==> src/rtl/refresh_pkg.sv <==
// refresh_pkg: shared constants, helpers and load-command payload for the
// multi-channel refresh timer.
//   presc_calc(clk_hz, tick_us) : system-clock cycles per base tick
//   DEF_*                       : default parameter values of the timer
//   ld_cmd_t                    : period-load command {channel, period}
package refresh_pkg;

  localparam int unsigned DEF_CLK_HZ  = 100_000_000;
  localparam int unsigned DEF_TICK_US = 1000;
  localparam int unsigned DEF_N_CH    = 4;
  localparam int unsigned DEF_CNT_W   = 16;
  localparam int unsigned DEF_PERIOD  = 500;

  // Command fields are sized for the largest supported configuration; the
  // timer narrows them with explicit casts.
  localparam int unsigned CMD_CH_W     = 16;
  localparam int unsigned CMD_PERIOD_W = 32;

  typedef struct packed {
    logic [CMD_CH_W-1:0]     ch;
    logic [CMD_PERIOD_W-1:0] period;
  } ld_cmd_t;

  // Clock cycles per base tick; the result must be at least 2.
  function automatic int unsigned presc_calc(input int unsigned clk_hz,
                                             input int unsigned tick_us);
    return (clk_hz / 1_000_000) * tick_us;
  endfunction

endpackage

==> src/rtl/refresh_prescaler.sv <==
// refresh_prescaler: free-running divider producing the shared base tick.
//   clk, rst  : clock, synchronous active-high reset
//   en        : run enable; low freezes the divider and suppresses base_tick
//   base_tick : registered one-cycle pulse every PRESC enabled cycles
// PRESC must be at least 2.
module refresh_prescaler #(
  parameter int unsigned PRESC = 4
) (
  input  logic clk,
  input  logic rst,
  input  logic en,
  output logic base_tick
);

  localparam int unsigned P_W = (PRESC > 1) ? $clog2(PRESC) : 1;

  logic [P_W-1:0] p_q, p_d;
  logic           base_tick_q, base_tick_d;

  // Divider next state; the pulse is raised on the wrap edge.
  always_comb begin
    p_d         = p_q;
    base_tick_d = 1'b0;
    if (en) begin
      if (p_q == P_W'(PRESC - 1)) begin
        p_d         = '0;
        base_tick_d = 1'b1;
      end else begin
        p_d = p_q + P_W'(1);
      end
    end
  end

  always_ff @(posedge clk) begin
    if (rst) begin
      p_q         <= '0;
      base_tick_q <= 1'b0;
    end else begin
      p_q         <= p_d;
      base_tick_q <= base_tick_d;
    end
  end

  assign base_tick = base_tick_q;

endmodule

==> src/rtl/refresh_timer_multi.sv <==
// refresh_timer_multi: shared prescaler plus N_CH programmable period
// counters, each emitting a one-cycle tick when its period elapses.
//   clk, rst   : clock, synchronous active-high reset
//   en         : global run (freezes prescaler, hence all channels)
//   ch_run     : per-channel run; low holds that channel's count
//   ld_valid / ld_ready / ld_ch / ld_period : period-load handshake;
//                period 0 disables a channel, ld_ch >= N_CH is discarded
//   base_tick  : one-cycle pulse every PRESC enabled cycles
//   tick       : per-channel expiry pulses
//   sq         : per-channel square waves (only with REFRESH_SQ_OUT_EN)
// Optional feature macro: REFRESH_SQ_OUT_EN.
module refresh_timer_multi
  import refresh_pkg::*;
#(
  parameter  int unsigned CLK_HZ         = DEF_CLK_HZ,
  parameter  int unsigned TICK_US        = DEF_TICK_US,
  parameter  int unsigned N_CH           = DEF_N_CH,
  parameter  int unsigned CNT_W          = DEF_CNT_W,
  parameter  int unsigned DEFAULT_PERIOD = DEF_PERIOD,
  localparam int unsigned LD_CH_W        = (N_CH > 1) ? $clog2(N_CH) : 1
) (
  input  logic               clk,
  input  logic               rst,
  input  logic               en,
  input  logic [N_CH-1:0]    ch_run,
  input  logic               ld_valid,
  input  logic [LD_CH_W-1:0] ld_ch,
  input  logic [CNT_W-1:0]   ld_period,
  output logic               ld_ready,
  output logic               base_tick,
  output logic [N_CH-1:0]    tick
`ifdef REFRESH_SQ_OUT_EN
  ,
  output logic [N_CH-1:0]    sq
`endif
);

  localparam int unsigned PRESC = presc_calc(CLK_HZ, TICK_US);

  refresh_prescaler #(
    .PRESC (PRESC)
  ) u_presc (
    .clk       (clk),
    .rst       (rst),
    .en        (en),
    .base_tick (base_tick)
  );

  ld_cmd_t ld_cmd;
  logic    ld_fire;
  logic    ld_hit;
  logic    ld_ready_q, ld_ready_d;

  assign ld_cmd.ch     = CMD_CH_W'(ld_ch);
  assign ld_cmd.period = CMD_PERIOD_W'(ld_period);

  // Out-of-range channels still complete the handshake but write nothing.
  assign ld_fire = ld_valid && ld_ready_q;
  assign ld_hit  = ld_fire && (32'(ld_cmd.ch) < N_CH);

  // Ready drops for exactly one cycle after each accepted transfer.
  always_comb begin
    ld_ready_d = 1'b1;
    if (ld_fire) begin
      ld_ready_d = 1'b0;
    end
  end

  always_ff @(posedge clk) begin
    if (rst) begin
      ld_ready_q <= 1'b0;
    end else begin
      ld_ready_q <= ld_ready_d;
    end
  end

  assign ld_ready = ld_ready_q;

  for (genvar i = 0; i < N_CH; i++) begin : g_ch
    logic [CNT_W-1:0] cnt_q, cnt_d;
    logic [CNT_W-1:0] per_q, per_d;
    logic             tick_q, tick_d;
    logic             sel;

    assign sel = ld_hit && (ld_cmd.ch == CMD_CH_W'(i));

    // A load beats a coincident base tick: count restarts, no tick issued.
    always_comb begin
      cnt_d  = cnt_q;
      per_d  = per_q;
      tick_d = 1'b0;
      if (sel) begin
        per_d = CNT_W'(ld_cmd.period);
        cnt_d = '0;
      end else if (base_tick && ch_run[i] && (per_q != '0)) begin
        if (cnt_q == per_q - CNT_W'(1)) begin
          cnt_d  = '0;
          tick_d = 1'b1;
        end else begin
          cnt_d = cnt_q + CNT_W'(1);
        end
      end
    end

    always_ff @(posedge clk) begin
      if (rst) begin
        cnt_q  <= '0;
        per_q  <= CNT_W'(DEFAULT_PERIOD);
        tick_q <= 1'b0;
      end else begin
        cnt_q  <= cnt_d;
        per_q  <= per_d;
        tick_q <= tick_d;
      end
    end

    assign tick[i] = tick_q;

`ifdef REFRESH_SQ_OUT_EN
    logic sq_q, sq_d;

    // Toggle one edge after each tick; a load to this channel restarts low.
    always_comb begin
      sq_d = sq_q;
      if (sel) begin
        sq_d = 1'b0;
      end else if (tick_q) begin
        sq_d = ~sq_q;
      end
    end

    always_ff @(posedge clk) begin
      if (rst) begin
        sq_q <= 1'b0;
      end else begin
        sq_q <= sq_d;
      end
    end

    assign sq[i] = sq_q;
`endif
  end

endmodule

==> config.mk <==
export PLATFORM = sky130hd
export DESIGN_NAME = refresh_timer_multi
export DESIGN_NICKNAME = d
export VERILOG_FILES = /design/src/rtl/refresh_pkg.sv /design/src/rtl/refresh_prescaler.sv /design/src/rtl/refresh_timer_multi.sv
export SDC_FILE = /design/constraint.sdc
export NUM_CORES = 1
export LEC_CHECK = 0
export CAP_MARGIN = 20
export CORE_MARGIN = 4
export CORE_UTILIZATION = 42
export DETAILED_ROUTE_END_ITERATION = 12
export DONT_BUFFER_PORTS = 1
export SYNTH_ARGS = -nofsm -noshare
export SYNTH_HDL_FRONTEND = slang
export SYNTH_SLANG_ARGS = --single-unit
==> constraint.sdc <==
create_clock -name clk -period 6.05 [get_ports clk]
set_input_delay 0.3025 -clock clk [delete_from_list [all_inputs] [get_ports clk]]
set_output_delay 0.3025 -clock clk [all_outputs]
set_load 0.005 [all_outputs]
[Yosys cells after proc, flatten, opt, wreduce, memory -nomap -nowiden]
Cells that the tools add are included.
Cells by class
  muxes and demuxes: 11
  multiply operators: 0
  divide/modulo/power cells: 0
  magnitude comparators: 1
  add/sub/neg operators: 9
  equality and inequality tests: 8
  reductions and logical operators: 28
  bitwise gates (word level): 5
  shift operators: 0
Operators by type and width (number)
  $add 16x1->16 const B: 4
  $eq 16x16->1: 4
  $mux 16: 4
  $reduce_bool 16->1: 4
  $sub 16x1->16 const B: 4
  $add 17x1->17 const B: 1
  $eq 17x17->1 const B: 1
  $mux 17: 1
  $logic_not 16->1: 1
  $logic_and 1x1->1: 14
  $reduce_or 3->1: 4
  $reduce_or 2->1: 5
  $mux 1: 6
  $not 1->1: 5
  $eq 2x2->1 const B: 2
  $lt 2x3->1 const B: 1
  $eq 2x1->1 const B: 1
Storage, ports and cells
  bits in latches: 0
  input bits: 26
  output and inout bits: 6
  memories: 0
  register bits after elaboration: 151
  bits in writable memories: 0
  logic and storage cells: 77
  memory bits (read-only): 0

[Longest topological paths before layout]
  word-level depth: 4
  gate-level depth with buffers: 11

[By module]
A second synthesis with hierarchy kept.
Second synthesis, totals
  cells, all modules: 1028
  area total of the unflattened synthesis: 8295.5 um^2
By module, submodules not included
  refresh_timer_multi: area each 7475.9 um^2, cells an instance 936, times used 1, sequential area each 2662.6 um^2
  refresh_prescaler: area each 819.5 um^2, cells an instance 92, times used 1, sequential area each 360.3 um^2

[Least setup slack after synthesis]
Ideal clock, no wire load.
  path type: reg-to-reg
  from: register g_ch[2].per_q[0]
  to: register g_ch[2].cnt_q[12]
  buffers on the path: 2
  setup slack: 3117 ps
  required time: 5917 ps
  data arrival time: 2800 ps
  library setup time: 133 ps
  clock period less this slack: 2933 ps
  stages on the path, launching flop included: 11
  cells stage by stage: dfxtp_1 inv_1 ha_1 buf_2 or4b_1 or4_1 a2111oi_0 a311oi_1 nor4_4 buf_6 nor4_1
Between the ends
  cells in the longest elaborated chain, start to end: 3
RTL lines
  start, declared: RTL line refresh_timer_multi.sv:81  | logic [CNT_W-1:0] per_q, per_d;
  start signal, assigned: RTL line refresh_timer_multi.sv:108  | per_q <= CNT_W'(DEFAULT_PERIOD);
  start signal, assigned: RTL line refresh_timer_multi.sv:112  | per_q <= per_d;
  $sub 16x1->16: RTL line refresh_timer_multi.sv:96  | if (cnt_q == per_q - CNT_W'(1)) begin
  $eq 16x16->1: RTL line refresh_timer_multi.sv:96
  $mux 16: RTL line refresh_timer_multi.sv:96
  end signal, assigned: RTL line refresh_timer_multi.sv:111  | cnt_q <= cnt_d;
  end, declared: RTL line refresh_timer_multi.sv:80  | logic [CNT_W-1:0] cnt_q, cnt_d;
Several ways; a longest one is shown, not always the timed one.
A chain may end at the register's enable or synchronous reset.

[Worst setup path in the final report]
  from: register g_ch[2].per_q[0]
  to: register g_ch[2].tick_q
Between the ends
  cells in the longest elaborated chain, start to end: 4
RTL lines
  parallel branches: the longest is 4 deep, another holds $sub 16x1->16
  end signal, assigned: RTL line refresh_timer_multi.sv:113  | tick_q <= tick_d;
  end, declared: RTL line refresh_timer_multi.sv:82  | logic tick_q, tick_d;
Parallel ways; which one is timed is not known.

==> run_results.csv <==
group,metric,value,unit
detailed_routing,vias,7029,
cells_and_area,fin_nets,1052,
clock_network,htree_levels,4,
cells_and_area,area_growth,11.4,%
worst_hold_path,hold_path_startpoint,"ld_period[13]",
sta,finalCritPeriodShare,0.580,
worst_setup_path,critPathLaunchType,"flop",
yosys,ys.warnings.count,0,
detailed_routing,drt_iter0_drc,427,
floorplan,start_util,0.427,
clock_network,cts_hold_buf,19,
detailed_routing,wl_met3,1070,microns
detailed_routing,wire_per_inst,16.2,microns
floorplan,die_x,148,microns
worst_hold_path,min_path_type,"primary input to flop",
clock_network,post_cts_resized,0,
sta,worstMarginPinSlew,1080,ps
detailed_routing,drt_drc_violations_left,0,
sta,rsz0062_at_grt,"no",
yosys,avgSynthCellArea,8.04,sq um
floorplan,coreArea,0.0194,sq mm
detailed_routing,drt-pass1-iter-count,5,
power_and_ir_drop,seqPwrFrac,0.464,
cells_and_area,multiInputGateArea,0.00495,sq mm
cells_and_area,postLayoutCoreUtil,0.475,
sta,max_freq,0.285,GHz
sta,setup_violations,0,
floorplan,die_y,148,microns
yosys,async_reset_ff_frac,0,
yosys,yosys_most_used_dff,"dfxtp_1",
worst_hold_path,holdPathEnd,"g_ch[0].per_q[13]",
power_and_ir_drop,power_density,239,mW/mm^2
floorplan,die-area,0.0220,sq mm
clock_network,cts_num_sinks,151,
grt,grt_max_degree,84,
yosys,ys_ff_latch,151,
sta,fin_tns_setup,0,ps
yosys,yosysUniqueCellTypes,59,
worst_setup_path,worstReg2RegEnd,"g_ch[2].tick_q",
detailed_routing,antenna_left,0,
cells_and_area,final_cell_mix,"nand2_1 (191), dfxtp_1 (151), xnor2_1 (92)",
worst_setup_path,path_class,"flop to flop",
cells_and_area,antenna_cells,0,
grt,antenna_found_initial,2,
yosys,synth_nets,1064,
power_and_ir_drop,intPower,1660,uW
worst_setup_path,worstPathRequired,6430,ps
grt,grt_pass1_wl,34700,microns
clock_network,clockBufferDepth,2,
power_and_ir_drop,share_comb_of_total_power,0.045,
clock_network,clk_pin_slew,70,ps
floorplan,io_pins,32,
power_and_ir_drop,leakagePower,0.00314,uW
sta,finalHoldViolations,0,
yosys,yosysSeqAreaShare,0.365,
clock_network,cts_setup_buffers,0,
sta,slew_headroom,0.276,
clock_network,cts_buffers,17,
power_and_ir_drop,p_switching,541,uW
detailed_routing,highest_layer,"met5",
worst_setup_path,path_max_fanout,17,
detailed_routing,via_per_inst,5.43,
power_and_ir_drop,clock_power_share,0.491,
worst_setup_path,r2r_start,"g_ch[2].per_q[0]",
worst_setup_path,arrival,3890,ps
cells_and_area,drive_above_1_share,0.0524,
cells_and_area,final_common_cell,"nand2_1",
power_and_ir_drop,vdd_drop_max,214,uV
placement,dp_hpwl,13700,microns
detailed_routing,drt-met1-wl,10300,microns
sta,slew_viol_final,0,
sta,holdWs,11.2,ps
worst_setup_path,end_kind,"flop",
clock_network,insertion_delay,430,ps
worst_setup_path,rr_worst_depth,8,
cells_and_area,fillerInstances,1981,
detailed_routing,drt-total-wl,21000,microns
clock_network,cts_tree,"yes",
sta,fin_crit,3510,ps
floorplan,row_count,51,
yosys,syn_inst,1029,
grt,grt_usage,0.196,
status,outcome,"finished, final reports clean",
cells_and_area,register_area,0.00302,sq mm
worst_setup_path,reg2reg_slack,2540,ps
placement,place.gp.congestion,0.841,
placement,portBuffers,0,
worst_hold_path,whs_path_depth,2,
yosys,synth_edf_count,0,
detailed_routing,wl_met2,9320,microns
grt,grt_overflow,0,
yosys,syn_area,0.00828,sq mm
grt,grt_pass1_vias,6554,
power_and_ir_drop,p_sw_frac,0.245,
sta,fin_skew,8.51,ps
clock_network,cts-root-buf,"clkbuf_16",
job,drv_cap,0,
## sequential cells by signal, indices dropped and copies added (netlist names)
name               count
g_ch.cnt_q            64
g_ch.per_q            64
u_presc.p_q           17
g_ch.tick_q            4
ld_ready               1
u_presc.base_tick      1
## Yosys cell counts (3+ instances only)
cell       instances  share of area
a2111oi_0          4         0.0042
a211o_1            3         0.0032
a211oi_1           6         0.0054
a21oi_1           50          0.030
a31oi_1            5         0.0038
and2_1             8         0.0060
and3_1            15          0.011
and4_1             7         0.0074
buf_1              3         0.0014
buf_2              4         0.0024
buf_4              4         0.0036
clkbuf_1          42          0.019
dfxtp_1          151           0.37
ha_1               9          0.014
inv_1             20         0.0091
mux2i_1           10          0.012
nand2_1          191          0.087
nand2b_1           4         0.0030
nand3_1           36          0.022
nand3b_1          27          0.024
nand4_1           26          0.020
nor2_1            73          0.033
nor3_1            42          0.025
nor4_1            54          0.041
nor4b_1            5         0.0053
o2111ai_1          3         0.0032
o21ai_0           11         0.0067
or3_1             10         0.0076
or4_1              7         0.0063
xnor2_1           92          0.097
xor2_1            69          0.073
## how the worst max path moves through the flow
stage	startpoint	to	slack, ps
2_1_floorplan	g_ch[2].per_q[0]	g_ch[2].cnt_q[12]	3120
3_3_place_gp	g_ch[2].per_q[0]	g_ch[2].tick_q	2640
3_5_place_dp	g_ch[2].per_q[0]	g_ch[2].tick_q	2590
4_1_cts	g_ch[2].per_q[0]	g_ch[2].tick_q	2550
5_1_grt	g_ch[2].per_q[0]	g_ch[2].cnt_q[2]	2350
6_report	g_ch[2].per_q[0]	g_ch[2].tick_q	2540
## critical path, cell delays in order, from the launching register on
cell and delay, ps:
dfxtp_1 350, inv_1 70, ha_1 330, or4b_1 590, or4_1 540, a2111oi_0 410
a311oi_1 130, nor4_4 810, and2_1 220
## cells by family (layout without fill, tap and decap cells)
| group | count (synthesis) | in the layout | share of synthesized area |
|---|---|---|---|
| muxes | 12 | 12 | 0.0148 |
| DFF | 151 | 151 | 0.365 |
| xor gates and xnor gates | 161 | 161 | 0.170 |
| AOI/OAI and AO/OA | 97 | 97 | 0.0718 |
| adders and majority gates | 9 | 9 | 0.0136 |
| and+or+nand+nor | 525 | 525 | 0.327 |
| buffers and inverters | 74 | 75 | 0.0369 |
## layer usage
| metal | vias to the layer above | GRT usage |
|---|---|---|
| met5 | - | 0 |
| met4 | 4 | 0.0577 |
| met1 | 3303 | 0.273 |
| met2 | 117 | 0.303 |
| met3 | 28 | 0.0460 |
| li1 | 3577 | - |
## power groups by stage
stage               logic, uW  clock network (uW)  registers, uW
floorplan                66.5                   0           1040
global placement         65.9                   0           1040
detailed placement       66.5                   0           1050
CTS                      98.4                1110           1020
global route              110                1150           1020
finish                   98.4                1080           1020
## through the flow
step                      setup slack [ps]  power, uW  area, sq um  instances
final                                 2540       2210         9220       1295
after global placement                2640       1110         8410       1244
after CTS                             2550       2230         9220       1295
after floorplan                       3120       1110         8280       1029
after global routing                  2350       2290         9220       1295
after detailed placement              2590       1110         8410       1244
## area by class of cell
type | instances | area share
clock buffers | 17 | 0.0461
inverters | 20 | 0.00814
clock inverters | 15 | 0.0186
well taps | 265 | 0.0360
repair buffers | 23 | 0.0258
multi-input cells | 804 | 0.537
flip-flops and latches | 151 | 0.328
Power figures use the tool's default switching activity.
